## src/rtl/fifo_pkt_pkg.sv

```systemverilog
// Shared types and header field layout for the packet FIFO consumer.
package fifo_pkt_pkg;

  typedef enum logic [1:0] {
    HUNT    = 2'd0,
    PAYLOAD = 2'd1,
    CSUM    = 2'd2,
    REPORT  = 2'd3
  } state_t;

  localparam int HDR_MARK_MSB = 15;
  localparam int HDR_MARK_LSB = 12;
  localparam int HDR_CHAN_MSB = 11;
  localparam int HDR_CHAN_LSB = 8;
  localparam int HDR_LEN_MSB  = 7;
  localparam int HDR_LEN_LSB  = 0;

  localparam logic [3:0] HDR_MARK_DEF = 4'hA;

endpackage

```

## src/rtl/fifo_pkt_out_reg.sv

```systemverilog
// Single-entry valid/ready output register; load takes effect next cycle.
// Holds data while out_ready is low; caller must not load into a stalled entry.
module fifo_pkt_out_reg #(
  parameter int DW = 16
) (
  input  logic          rclk,
  input  logic          rrstn,
  input  logic          load,
  input  logic [DW-1:0] load_data,
  input  logic          out_ready,
  output logic          out_valid,
  output logic [DW-1:0] out_data
);

  always_ff @(posedge rclk or negedge rrstn) begin
    if (!rrstn) begin
      out_valid <= 1'b0;
      out_data  <= '0;
    end else if (load) begin
      out_valid <= 1'b1;
      out_data  <= load_data;
    end else if (out_ready) begin
      out_valid <= 1'b0;
    end
  end

endmodule

```

## src/rtl/fifo_pkt_consumer.sv

```systemverilog
// Drains framed packets (header, payload, XOR checksum) from the FIFO read port, one pop in flight.
// Word rate is 1 per 2 cycles; downstream stall blocks pops in PAYLOAD; pkt_done follows the last transfer.
module fifo_pkt_consumer
  import fifo_pkt_pkg::*;
#(
  parameter int         DW       = 16,
  parameter logic [3:0] HDR_MARK = HDR_MARK_DEF,
  parameter int         CNT_W    = 8
) (
  input  logic             rclk,
  input  logic             rrstn,
  output logic             rpop,
  input  logic             rempty,
  input  logic [DW-1:0]    rdata,
  output logic             out_valid,
  output logic [DW-1:0]    out_data,
  input  logic             out_ready,
  output logic             pkt_done,
  output logic [3:0]       pkt_chan,
  output logic [7:0]       pkt_len,
  output logic             pkt_err,
  output logic [15:0]      pkt_cnt,
  output logic [CNT_W-1:0] sync_err_cnt
);

  state_t        state, state_nxt;
  logic          pend;
  logic [DW-1:0] acc;
  logic [3:0]    chan_q;
  logic [7:0]    len_q;
  logic [7:0]    rem_q;
  logic          err_q;

  logic can_take;
  logic pop_acc;
  logic is_hdr;
  logic load;
  logic report_go;

  // A word may only be requested if there is guaranteed room to absorb it when it lands.
  assign can_take  = (state != REPORT) && ((state != PAYLOAD) || !out_valid || out_ready);
  assign rpop      = !rempty && !pend && can_take;
  assign pop_acc   = rpop && !rempty;
  assign is_hdr    = (rdata[HDR_MARK_MSB:HDR_MARK_LSB] == HDR_MARK);
  assign report_go = (state == REPORT) && !out_valid;

  always_comb begin
    state_nxt = state;
    load      = 1'b0;
    case (state)
      HUNT: begin
        if (pend && is_hdr) begin
          state_nxt = (rdata[HDR_LEN_MSB:HDR_LEN_LSB] == 8'd0) ? CSUM : PAYLOAD;
        end
      end
      PAYLOAD: begin
        if (pend) begin
          load = 1'b1;
          if (rem_q == 8'd1) state_nxt = CSUM;
        end
      end
      CSUM: begin
        if (pend) state_nxt = REPORT;
      end
      REPORT: begin
        if (!out_valid) state_nxt = HUNT;
      end
      default: state_nxt = HUNT;
    endcase
  end

  always_ff @(posedge rclk or negedge rrstn) begin
    if (!rrstn) begin
      state        <= HUNT;
      pend         <= 1'b0;
      acc          <= '0;
      chan_q       <= '0;
      len_q        <= '0;
      rem_q        <= '0;
      err_q        <= 1'b0;
      sync_err_cnt <= '0;
      pkt_done     <= 1'b0;
      pkt_chan     <= '0;
      pkt_len      <= '0;
      pkt_err      <= 1'b0;
      pkt_cnt      <= '0;
    end else begin
      state <= state_nxt;
      pend  <= pop_acc;

      if (pend) begin
        case (state)
          HUNT: begin
            if (is_hdr) begin
              chan_q <= rdata[HDR_CHAN_MSB:HDR_CHAN_LSB];
              len_q  <= rdata[HDR_LEN_MSB:HDR_LEN_LSB];
              rem_q  <= rdata[HDR_LEN_MSB:HDR_LEN_LSB];
              acc    <= rdata;
            end else if (sync_err_cnt != '1) begin
              sync_err_cnt <= sync_err_cnt + 1'b1;
            end
          end
          PAYLOAD: begin
            acc   <= acc ^ rdata;
            rem_q <= rem_q - 8'd1;
          end
          CSUM: begin
            err_q <= (rdata != acc);
          end
          default: ;
        endcase
      end

      // Status fields update together with the pulse so they are coherent while pkt_done is high.
      pkt_done <= report_go;
      if (report_go) begin
        pkt_chan <= chan_q;
        pkt_len  <= len_q;
        pkt_err  <= err_q;
        pkt_cnt  <= pkt_cnt + 16'd1;
      end
    end
  end

  fifo_pkt_out_reg #(.DW(DW)) u_out_reg (
    .rclk      (rclk),
    .rrstn     (rrstn),
    .load      (load),
    .load_data (rdata),
    .out_ready (out_ready),
    .out_valid (out_valid),
    .out_data  (out_data)
  );

endmodule
```

## config.mk

```make
export PLATFORM = sky130hd
export DESIGN_NAME = fifo_pkt_consumer
export DESIGN_NICKNAME = d
export VERILOG_FILES = /design/src/rtl/fifo_pkt_pkg.sv /design/src/rtl/fifo_pkt_out_reg.sv /design/src/rtl/fifo_pkt_consumer.sv
export SDC_FILE = /design/constraint.sdc
export NUM_CORES = 1
export LEC_CHECK = 0
export CAP_MARGIN = 15
export CORE_MARGIN = 1.5
export CORE_UTILIZATION = 57
export CTS_CLUSTER_DIAMETER = 40
export CTS_CLUSTER_SIZE = 24
export DETAILED_ROUTE_END_ITERATION = 8
export GPL_TIMING_DRIVEN = 0
export PLACE_DENSITY = 0.85
export SYNTH_ARGS = -nofsm -noshare
export SYNTH_HDL_FRONTEND = slang
export SYNTH_SLANG_ARGS = --single-unit
```

## constraint.sdc

```tcl
create_clock -name rclk -period 3.78 [get_ports rclk]
set_input_delay 0.756 -clock rclk [delete_from_list [all_inputs] [get_ports rclk]]
set_output_delay 0.756 -clock rclk [all_outputs]
set_load 0.005 [all_outputs]
```

==> impl_metrics.json, run 1 <==
{
  "status": "finished clean",
  "ys_types": 46,
  "path_max_fanout": 10,
  "clk_path_buf_depth": 2,
  "coreArea_um2": 7650,
  "finalNonFillerCells": 573,
  "ys_warn_count": 0,
  "synthFlopType": "dfrtp_1",
  "num-nets-final": 495,
  "wl_met3_um": 437,
  "leakage_uw": 0.00238,
  "grtUsageTotal_pct": 24.4,
  "p_sw_uw": 1330,
  "synth-edff-count": 0,
  "ys_seq_elements": 95,
  "fin_crit_sh_pct": 88.8,
  "hp-class": "in2async",
  "portBuffers": 75,
  "numClockSinks": 95,
  "via_per_inst": 5.88,
  "die-area_um2": 8380,
  "finalMaxSlewViolations": 0,
  "avgRoutedWirePerCell_um": 16.8,
  "max-slew-margin-rel_pct": 55.3,
  "initial_core_util_pct": 58.4,
  "required_ns": 3.02,
  "syn-instance-count": 379,
  "final-setup-viol-count": 0,
  "ys_seq_area_share_pct": 53.2,
  "worst_slack_ns": 0.425,
  "reg2reg_slack_ns": 1.42,
  "pwr-share-seq_pct": 43.2,
  "finalHoldViolCount": 0,
  "antenna_found_initial": 0,
  "path_buf_inv": 4,
  "antenna_left": 0,
  "synth_fp_nets": 408,
  "grt_max_degree": 62,
  "post_cts.repair.setup_buffers": 0,
  "drc": 0,
  "ios": 76,
  "ctsHtreeMaxLevel": 3,
  "cts_made_buffers": 9,
  "syn_area_um2": 4470,
  "max_freq_mhz": 298,
  "ctsHoldBuffers": 0,
  "irDropWorstVdd_mv": 0.410,
  "clock_latency_ns": 0.37,
  "cts_resized": 0,
  "powerDensity_nw_per_um2": 699,
  "p_int_uw": 2550,
  "route.met2.wl_mm": 4.72,
  "tns_ns": 0,
  "place_ws_ns": 0.719,
  "skew_ns": 0.0130,
  "drive_gt1_share_pct": 17.0,
  "drtIter0Drc": 187,
  "period_needed_ns": 3.35,
  "rsz0062_at_grt": "false",
  "rows": 32,
  "grt_pass1_wl_mm": 16.1,
  "drv_cap": 0,
  "dr.pass1.iters": 5,
  "path_clk_slew_ns": 0.09,
  "cp-start-kind": "flip-flop",
  "highest_layer": "met4",
  "cts-root-buf": "clkbuf_8",
  "arrival_ns": 2.60,
  "dp.cells": 557,
  "globalplace.congestion": 0.854,
  "die_h_um": 91.5,
  "p_clk_share_pct": 16.2,
  "p_comb_share_pct": 40.6,
  "syn_area_per_cell_um2": 11.8,
  "slowest_stage": "clkdlybuf4s50_1",
  "dr_total_vias": 3369,
  "num_antenna_cells": 0,
  "design_area_um2": 5550,
  "met1_length_mm": 4.31,
  "dieWidth_um": 91.5,
  "critPathMaxStageDelay_ns": 0.59,
  "cp-end-kind": "output port",
  "area_delta_synth_final_pct": 24.3,
  "grt_pass1_vias": 3335,
  "tightest_slew_ns": 0.671,
  "wl_mm": 9.64,
  "cpMostUsedCell": "clkbuf_1",
  "placed_area_um2": 5370,
  "grt_overflow": 0,
  "cts_tree": "built",
  "async_flop_share_pct": 100,
  "hpwl_mm": 6.87,
  "fill_cells": 525,
  "cp_top_family": "buffers and inverters",
  "switching_share_pct": 34.2,
  "crit_type": "reg2out",
  "path_cells": "inv_1 -> ha_1 -> clkbuf_1 -> clkbuf_1 -> a2111oi_0 -> clkdlybuf4s50_1"
}
path summary, 6_finish.rpt:
kind / cells past startpoint / end / startpoint
worst max-delay path: 6 / rpop / state[1]
worst min-delay path: 1 / sync_err_cnt[2] / rrstn
worst max register to register: 6 / u_out_reg.out_data[9] / state[1]
worst min register to register: 1 / pkt_cnt[15] / pkt_cnt[15]
max in group asynchronous: 2 / acc[4] / rrstn
min in group rclk: 1 / pkt_cnt[15] / pkt_cnt[15]
cells by family after synthesis:
logic type | Yosys count | share of synthesized area, %
flops | 95 | 53.2
buf+inv | 29 | 2.83
xor+xnor | 38 | 7.45
mux | 45 | 11.4
compound gates | 73 | 11.5
fa+ha+maj | 9 | 2.52
simple gates | 90 | 11.1
power by group through the flow:
stage	combinational, uW	clock (uW)	sequential, uW
after floorplan	886	0	1650
after global placement	1510	0	1670
after detailed placement	1580	0	1700
after CTS	1580	638	1680
after global routing	1720	675	1730
final	1580	627	1680
flip-flops by register name (all words and copies together) (netlist names), 4 cells and up:
name                flops
acc                    16
chan_q                  4
len_q                   8
pkt_chan                4
pkt_cnt                16
pkt_len                 8
rem_q                   8
sync_err_cnt            8
u_out_reg.out_data     16
stage by stage:
step           hold WS, ns  util, %  total power (uW)
6_report             0.338     72.6              3880
5_1_grt              0.373     72.6              4130
3_3_place_gp         0.457     69.9              3180
2_1_floorplan        0.460        -              2540
3_5_place_dp         0.460     70.2              3270
4_1_cts              0.350     72.6              3900
placed cells by master (no fill, tap or decap), drive strengths merged, types with 4 or more instances in the layout:
| cell type | count |
|---|---|
| mux2 | 44 |
| a31oi | 9 |
| o221a | 8 |
| or3 | 4 |
| nor2 | 6 |
| o21ai | 19 |
| and3 | 6 |
| nand4 | 9 |
| ha | 9 |
| xor2 | 8 |
| a21o | 8 |
| clkdlybuf4s50 | 74 |
| buf | 9 |
| dfrtp | 95 |
| nor4 | 4 |
| a21oi | 13 |
| inv | 15 |
| xnor2 | 30 |
| nand3 | 20 |
| nor3 | 6 |
| nand2 | 19 |
| clkbuf | 20 |
per-layer routing:
metal  track usage (%)  vias up
met1              32.7     1692
met4              9.11        0
li1                  -     1555
met5                 0        -
met3              3.94       17
met2              40.2      105
cell usage after synthesis, types with 4 or more instances:
master | count | area (um^2)
nand2_1 | 19 | 71.3
a21oi_1 | 13 | 65.1
a21o_1 | 8 | 60.1
xor2_1 | 8 | 70.1
mux2_2 | 43 | 484
clkbuf_1 | 8 | 30.0
xnor2_1 | 30 | 263
inv_1 | 13 | 48.8
dfrtp_1 | 95 | 2380
o21ai_0 | 19 | 95.1
a31oi_1 | 9 | 56.3
buf_2 | 4 | 20.0
nor4_1 | 4 | 25.0
ha_1 | 9 | 113
nand3_1 | 20 | 100
nor3_1 | 6 | 30.0
o221a_2 | 8 | 90.1
nand4_1 | 9 | 56.3
and3_1 | 6 | 37.5
nor2_1 | 6 | 22.5
cell type report:
cell class	instances	area, um^2	share of cell area [%]
multi-input combinational	255	1960	35.4
buffer	16	77.6	1.40
clock inverter	5	41.3	0.744
tap	102	128	2.30
timing repair buffer	76	776	14.0
sequential	95	2380	42.8
inverter	13	48.8	0.879
clock buffer	11	141	2.55
Note: power is estimated with default switching activity, not from simulation.
==> inputs of run 2 (changes only) <==
- ABC_CLOCK_PERIOD_IN_PS: not set -> 3780
- CORE_ASPECT_RATIO: not set -> 1.2
==> run 2 against run 1 <==
  * Global-route usage grew 0.61 points
  * Largest cell class unchanged
  * Clock-buffer cell count shrank 1
  * Largest power group unchanged
  * Cell count shrank 1.7%
  * Via count rose by 0.95%
  * Flip-flop and latch count did not move
  * Sequential power is essentially flat
  * Combinational power is essentially flat
  * Critical path type unchanged
  * Hold slack better by 0.060 ns
  * Die area hardly changed
  * Final area shrank 0.36%
==> impl_metrics.json, run 2 (synthesized netlist as in run 1, its figures left out) <==
{
  "status": "finished clean",
  "antenna_left": 0,
  "irDropWorstVdd_mv": 0.478,
  "globalplace.congestion": 0.857,
  "p_clk_share_pct": 15.7,
  "reg2reg_slack_ns": 1.44,
  "dieWidth_um": 83.8,
  "p_comb_share_pct": 41.1,
  "grt_pass1_vias": 3373,
  "crit_type": "reg2out",
  "path_clk_slew_ns": 0.09,
  "cts-root-buf": "clkbuf_8",
  "rsz0062_at_grt": "false",
  "p_sw_uw": 1350,
  "hp-class": "in2async",
  "die-area_um2": 8380,
  "num_antenna_cells": 0,
  "finalHoldViolCount": 0,
  "final_util_pct": 72.6,
  "leakage_uw": 0.00237,
  "grt_max_degree": 49,
  "dr_total_vias": 3401,
  "place_ws_ns": 0.554,
  "cp-start-kind": "flip-flop",
  "max-slew-margin-rel_pct": 55.1,
  "grt_overflow": 0,
  "finalNonFillerCells": 563,
  "path_max_fanout": 10,
  "slowest_stage": "clkdlybuf4s50_1",
  "dr.pass1.iters": 5,
  "post_cts.repair.setup_buffers": 0,
  "cts_made_buffers": 9,
  "die_h_um": 100,
  "final-setup-viol-count": 0,
  "cts_resized": 0,
  "avgRoutedWirePerCell_um": 17.6,
  "portBuffers": 75,
  "layout_common_cells": "dfrtp_1, clkdlybuf4s50_1, mux2_2, xnor2_1, nand3_1",
  "hpwl_mm": 6.97,
  "ctsHtreeMaxLevel": 3,
  "drive_gt1_share_pct": 17.0,
  "cpMostUsedCell": "clkbuf_1",
  "area_delta_synth_final_pct": 23.9,
  "initial_core_util_pct": 58.6,
  "finalMaxSlewViolations": 0,
  "arrival_ns": 2.75,
  "grt_pass1_wl_mm": 16.6,
  "path_cells": "inv_1 -> ha_1 -> clkbuf_1 -> clkbuf_1 -> a2111oi_0 -> clkdlybuf4s50_1",
  "r2r-end": "u_out_reg.out_data[9]",
  "powerDensity_nw_per_um2": 701,
  "period_needed_ns": 3.51,
  "num-nets-final": 495,
  "cts_tree": "built",
  "via_per_inst": 6.04,
  "worst-r2r-cell-count": 6,
  "drc": 0,
  "timing.rr.start": "state[1]",
  "worst_slack_ns": 0.272,
  "cp-end-kind": "output port",
  "critPathMaxStageDelay_ns": 0.61,
  "final_common_cell": "dfrtp_1",
  "wl_mm": 9.92,
  "ios": 76,
  "dp.cells": 547,
  "drtIter0Drc": 214,
  "drv_cap": 0,
  "pwr-share-seq_pct": 43.2,
  "p_int_uw": 2530,
  "rows": 35,
  "switching_share_pct": 34.7,
  "max_freq_mhz": 285,
  "clk_path_buf_depth": 2,
  "cp-startpoint": "state[1]",
  "grtUsageTotal_pct": 25.1,
  "largestRegisters": "acc: 16 flops, pkt_cnt: 16 flops, u_out_reg.out_data: 16 flops",
  "antenna_found_initial": 0,
  "clock_latency_ns": 0.37,
  "coreArea_um2": 7620,
  "skew_ns": 0.00632,
  "numClockSinks": 95,
  "required_ns": 3.02,
  "tightest_slew_ns": 0.674,
  "fin_crit_sh_pct": 92.8,
  "ctsHoldBuffers": 0
}
[run 2: worst max path at each step]
stage	depth (start not counted)	endpoint
6_report	6	rpop
5_1_grt	6	rpop
4_1_cts	6	rpop
3_5_place_dp	4	rpop
3_3_place_gp	1	u_out_reg.out_data[1]
2_1_floorplan	5	rpop
[run 2: cell type report]
| cell class | count | area [um^2] |
|---|---|---|
| buffer | 16 | 77.6 |
| clock buffer | 10 | 128 |
| clock inverter | 6 | 47.5 |
| fill | 533 | 2090 |
| inverter | 13 | 48.8 |
| multi-input combinational | 255 | 1960 |
| sequential | 95 | 2380 |
| tap | 92 | 115 |
| timing repair buffer | 76 | 776 |
[run 2: routing by layer]
layer  part of all wire (%)  global-route usage, %  vias to the layer above
met1                     42                   32.0                     1718
met5                      0                      0                        -
met2                     51                   41.6                      109
met3                    5.0                   4.77                       21
met4                    2.4                   11.9                        0
li1                       -                      -                     1553
[run 2: power by group through the flow]
stage / Combinational [uW] / Sequential (uW) / Clock (uW)
after CTS: 1600 / 1670 / 615
after global routing: 1740 / 1730 / 659
final: 1590 / 1680 / 608
after floorplan: 886 / 1650 / 0
after global placement: 1530 / 1660 / 0
after detailed placement: 1580 / 1690 / 0
[run 2: worst max-delay path, delay by kind of cell, from the launching register on]
kind / cells / cell delay, ns
compound gates: 1 / 0.59
flops: 1 / 0.41
buf+inv: 4 / 1.21
fa+ha+maj: 1 / 0.18
[run 2: through the flow]
stage               total power [uW]  hold WS, ns  setup TNS, ns  instance area, um^2
finish                          3880        0.398              0                 5530
global route                    4120        0.445              0                 5530
CTS                             3890        0.417              0                 5530
detailed placement              3270        0.457              0                 5360
global placement                3190        0.454        -138.00                 5330
floorplan                       2540        0.460              0                 4470
==> inputs of run 3 (changes only) <==
- PLACE_DENSITY: 0.85 -> not set
- PLACE_DENSITY_LB_ADDON: not set -> 0.2
==> run 3 against run 2 <==
  * Die area unchanged
  * Utilization is essentially flat
  * Sequential share of layout area is essentially flat
  * Power decreased by 0.51%
  * Largest power group unchanged
  * Flip-flop and latch count is the same
  * Maximum frequency is 5.6% higher
==> impl_metrics.json, run 3 (synthesized netlist as in run 1, its figures left out) <==
{
  "status": "finished clean",
  "clk_path_buf_depth": 2,
  "dp.cells": 547,
  "drc": 0,
  "powerDensity_nw_per_um2": 697,
  "cts_tree": "built",
  "max_freq_mhz": 301,
  "die-area_um2": 8380,
  "crit_type": "reg2out",
  "dieWidth_um": 83.8,
  "num_antenna_cells": 0,
  "leakage_uw": 0.00237,
  "p_comb_share_pct": 40.9,
  "slowest_stage": "clkdlybuf4s50_1",
  "hp-class": "in2async",
  "antenna_found_initial": 0,
  "finalNonFillerCells": 563,
  "num-nets-final": 495,
  "rows": 35,
  "path_cells": "inv_1 -> ha_1 -> clkbuf_1 -> clkbuf_1 -> a2111oi_0 -> clkdlybuf4s50_1",
  "grt_max_degree": 56,
  "required_ns": 3.02,
  "p_clk_share_pct": 15.6,
  "rsz0062_at_grt": "false",
  "final_common_cell": "dfrtp_1",
  "portBuffers": 75,
  "timing.rr.start": "state[1]",
  "cts_resized": 0,
  "grtUsageTotal_pct": 24.1,
  "antenna_left": 0,
  "ctsHtreeMaxLevel": 3,
  "grt_pass1_vias": 3350,
  "area_delta_synth_final_pct": 23.8,
  "coreArea_um2": 7620,
  "wl_mm": 9.65,
  "largestRegisters": "acc: 16 flops, pkt_cnt: 16 flops, u_out_reg.out_data: 16 flops",
  "grt_pass1_wl_mm": 15.9,
  "critPathMaxStageDelay_ns": 0.59,
  "pwr-share-seq_pct": 43.5,
  "final_util_pct": 72.6,
  "path_max_fanout": 10,
  "irDropWorstVdd_mv": 0.571,
  "post_cts.repair.setup_buffers": 0,
  "worst-r2r-cell-count": 6,
  "path_clk_slew_ns": 0.09,
  "globalplace.congestion": 0.912,
  "max-slew-margin-rel_pct": 55.7,
  "cts_made_buffers": 9,
  "drv_cap": 0,
  "avgRoutedWirePerCell_um": 17.1,
  "final-setup-viol-count": 0,
  "p_sw_uw": 1320,
  "finalHoldViolCount": 0,
  "via_per_inst": 5.93,
  "drtIter0Drc": 181,
  "dr.pass1.iters": 4,
  "reg2reg_slack_ns": 1.44,
  "arrival_ns": 2.57,
  "numClockSinks": 95,
  "fin_crit_sh_pct": 87.9,
  "tightest_slew_ns": 0.664,
  "ctsHoldBuffers": 0,
  "placed_area_um2": 5360,
  "grt_overflow": 0,
  "p_int_uw": 2540,
  "fill_cells": 579,
  "finalMaxSlewViolations": 0,
  "clock_latency_ns": 0.36,
  "cpMostUsedCell": "clkbuf_1",
  "hpwl_mm": 6.84,
  "cp-end-kind": "output port",
  "cts-root-buf": "clkbuf_8",
  "cp-start-kind": "flip-flop",
  "initial_core_util_pct": 58.6,
  "skew_ns": 0.0126,
  "switching_share_pct": 34.3,
  "die_h_um": 100,
  "layout_common_cells": "dfrtp_1, clkdlybuf4s50_1, mux2_2, xnor2_1, nand3_1",
  "drive_gt1_share_pct": 16.8,
  "dr_total_vias": 3337,
  "design_area_um2": 5530,
  "r2r-end": "u_out_reg.out_data[10]",
  "period_needed_ns": 3.32,
  "ios": 76
}
==> run 3: area by class of cell <==
cell class | count | area, um^2 | share of cell area [%]
Inverter | 13 | 48.8 | 0.882
Clock inverter | 5 | 42.5 | 0.769
Clock buffer | 11 | 131 | 2.38
Multi-Input combinational cell | 255 | 1960 | 35.5
Timing Repair Buffer | 76 | 776 | 14.0
Buffer | 16 | 77.6 | 1.40
Tap cell | 92 | 115 | 2.08
Sequential cell | 95 | 2380 | 43.0
==> run 3: stage by stage <==
stage	power (uW)	hold WS, ns	setup WS [ns]	setup TNS, ns
after global routing	4110	0.415	0.205	0
after floorplan	2540	0.460	1.60	0
final	3860	0.376	0.458	0
after CTS	3890	0.400	0.449	0
after global placement	3200	0.456	-1.54	-145.47
after detailed placement	3280	0.459	0.717	0
==> run 3: layer usage <==
layer / routed length, um / GRT usage, % / vias to the layer above
met5: 0 / 0 / -
met4: 272 / 11.6 / 0
met3: 392 / 3.45 / 24
met2: 4890 / 41.4 / 103
met1: 4090 / 30.2 / 1658
li1: - / - / 1552
==> run 3: worst max-delay path, delay by kind of cell (launching register included) <==
kind	cells	cell delay, ns
AO/OA/AOI/OAI	1	0.46
adder cells (fa/ha/maj)	1	0.18
flip-flops	1	0.42
buffers and inverters	4	1.15
==> run 3: worst max path at each step <==
stage	start	to	slack (ns)	cells past startpoint
final	state[1]	rpop	0.46	6
after global routing	state[1]	rpop	0.20	6
after CTS	state[1]	rpop	0.45	6
after detailed placement	out_ready	rpop	0.72	4
after global placement	rrstn	u_out_reg.out_data[0]	-1.54	1
after floorplan	state[1]	rpop	1.60	5
==> run 3: power by group through the flow <==
stage / Sequential, uW / Clock [uW] / Combinational [uW]
after global routing: 1730 / 656 / 1730
after floorplan: 1650 / 0 / 886
final: 1680 / 602 / 1580
after CTS: 1670 / 618 / 1600
after detailed placement: 1690 / 0 / 1590
after global placement: 1670 / 0 / 1530
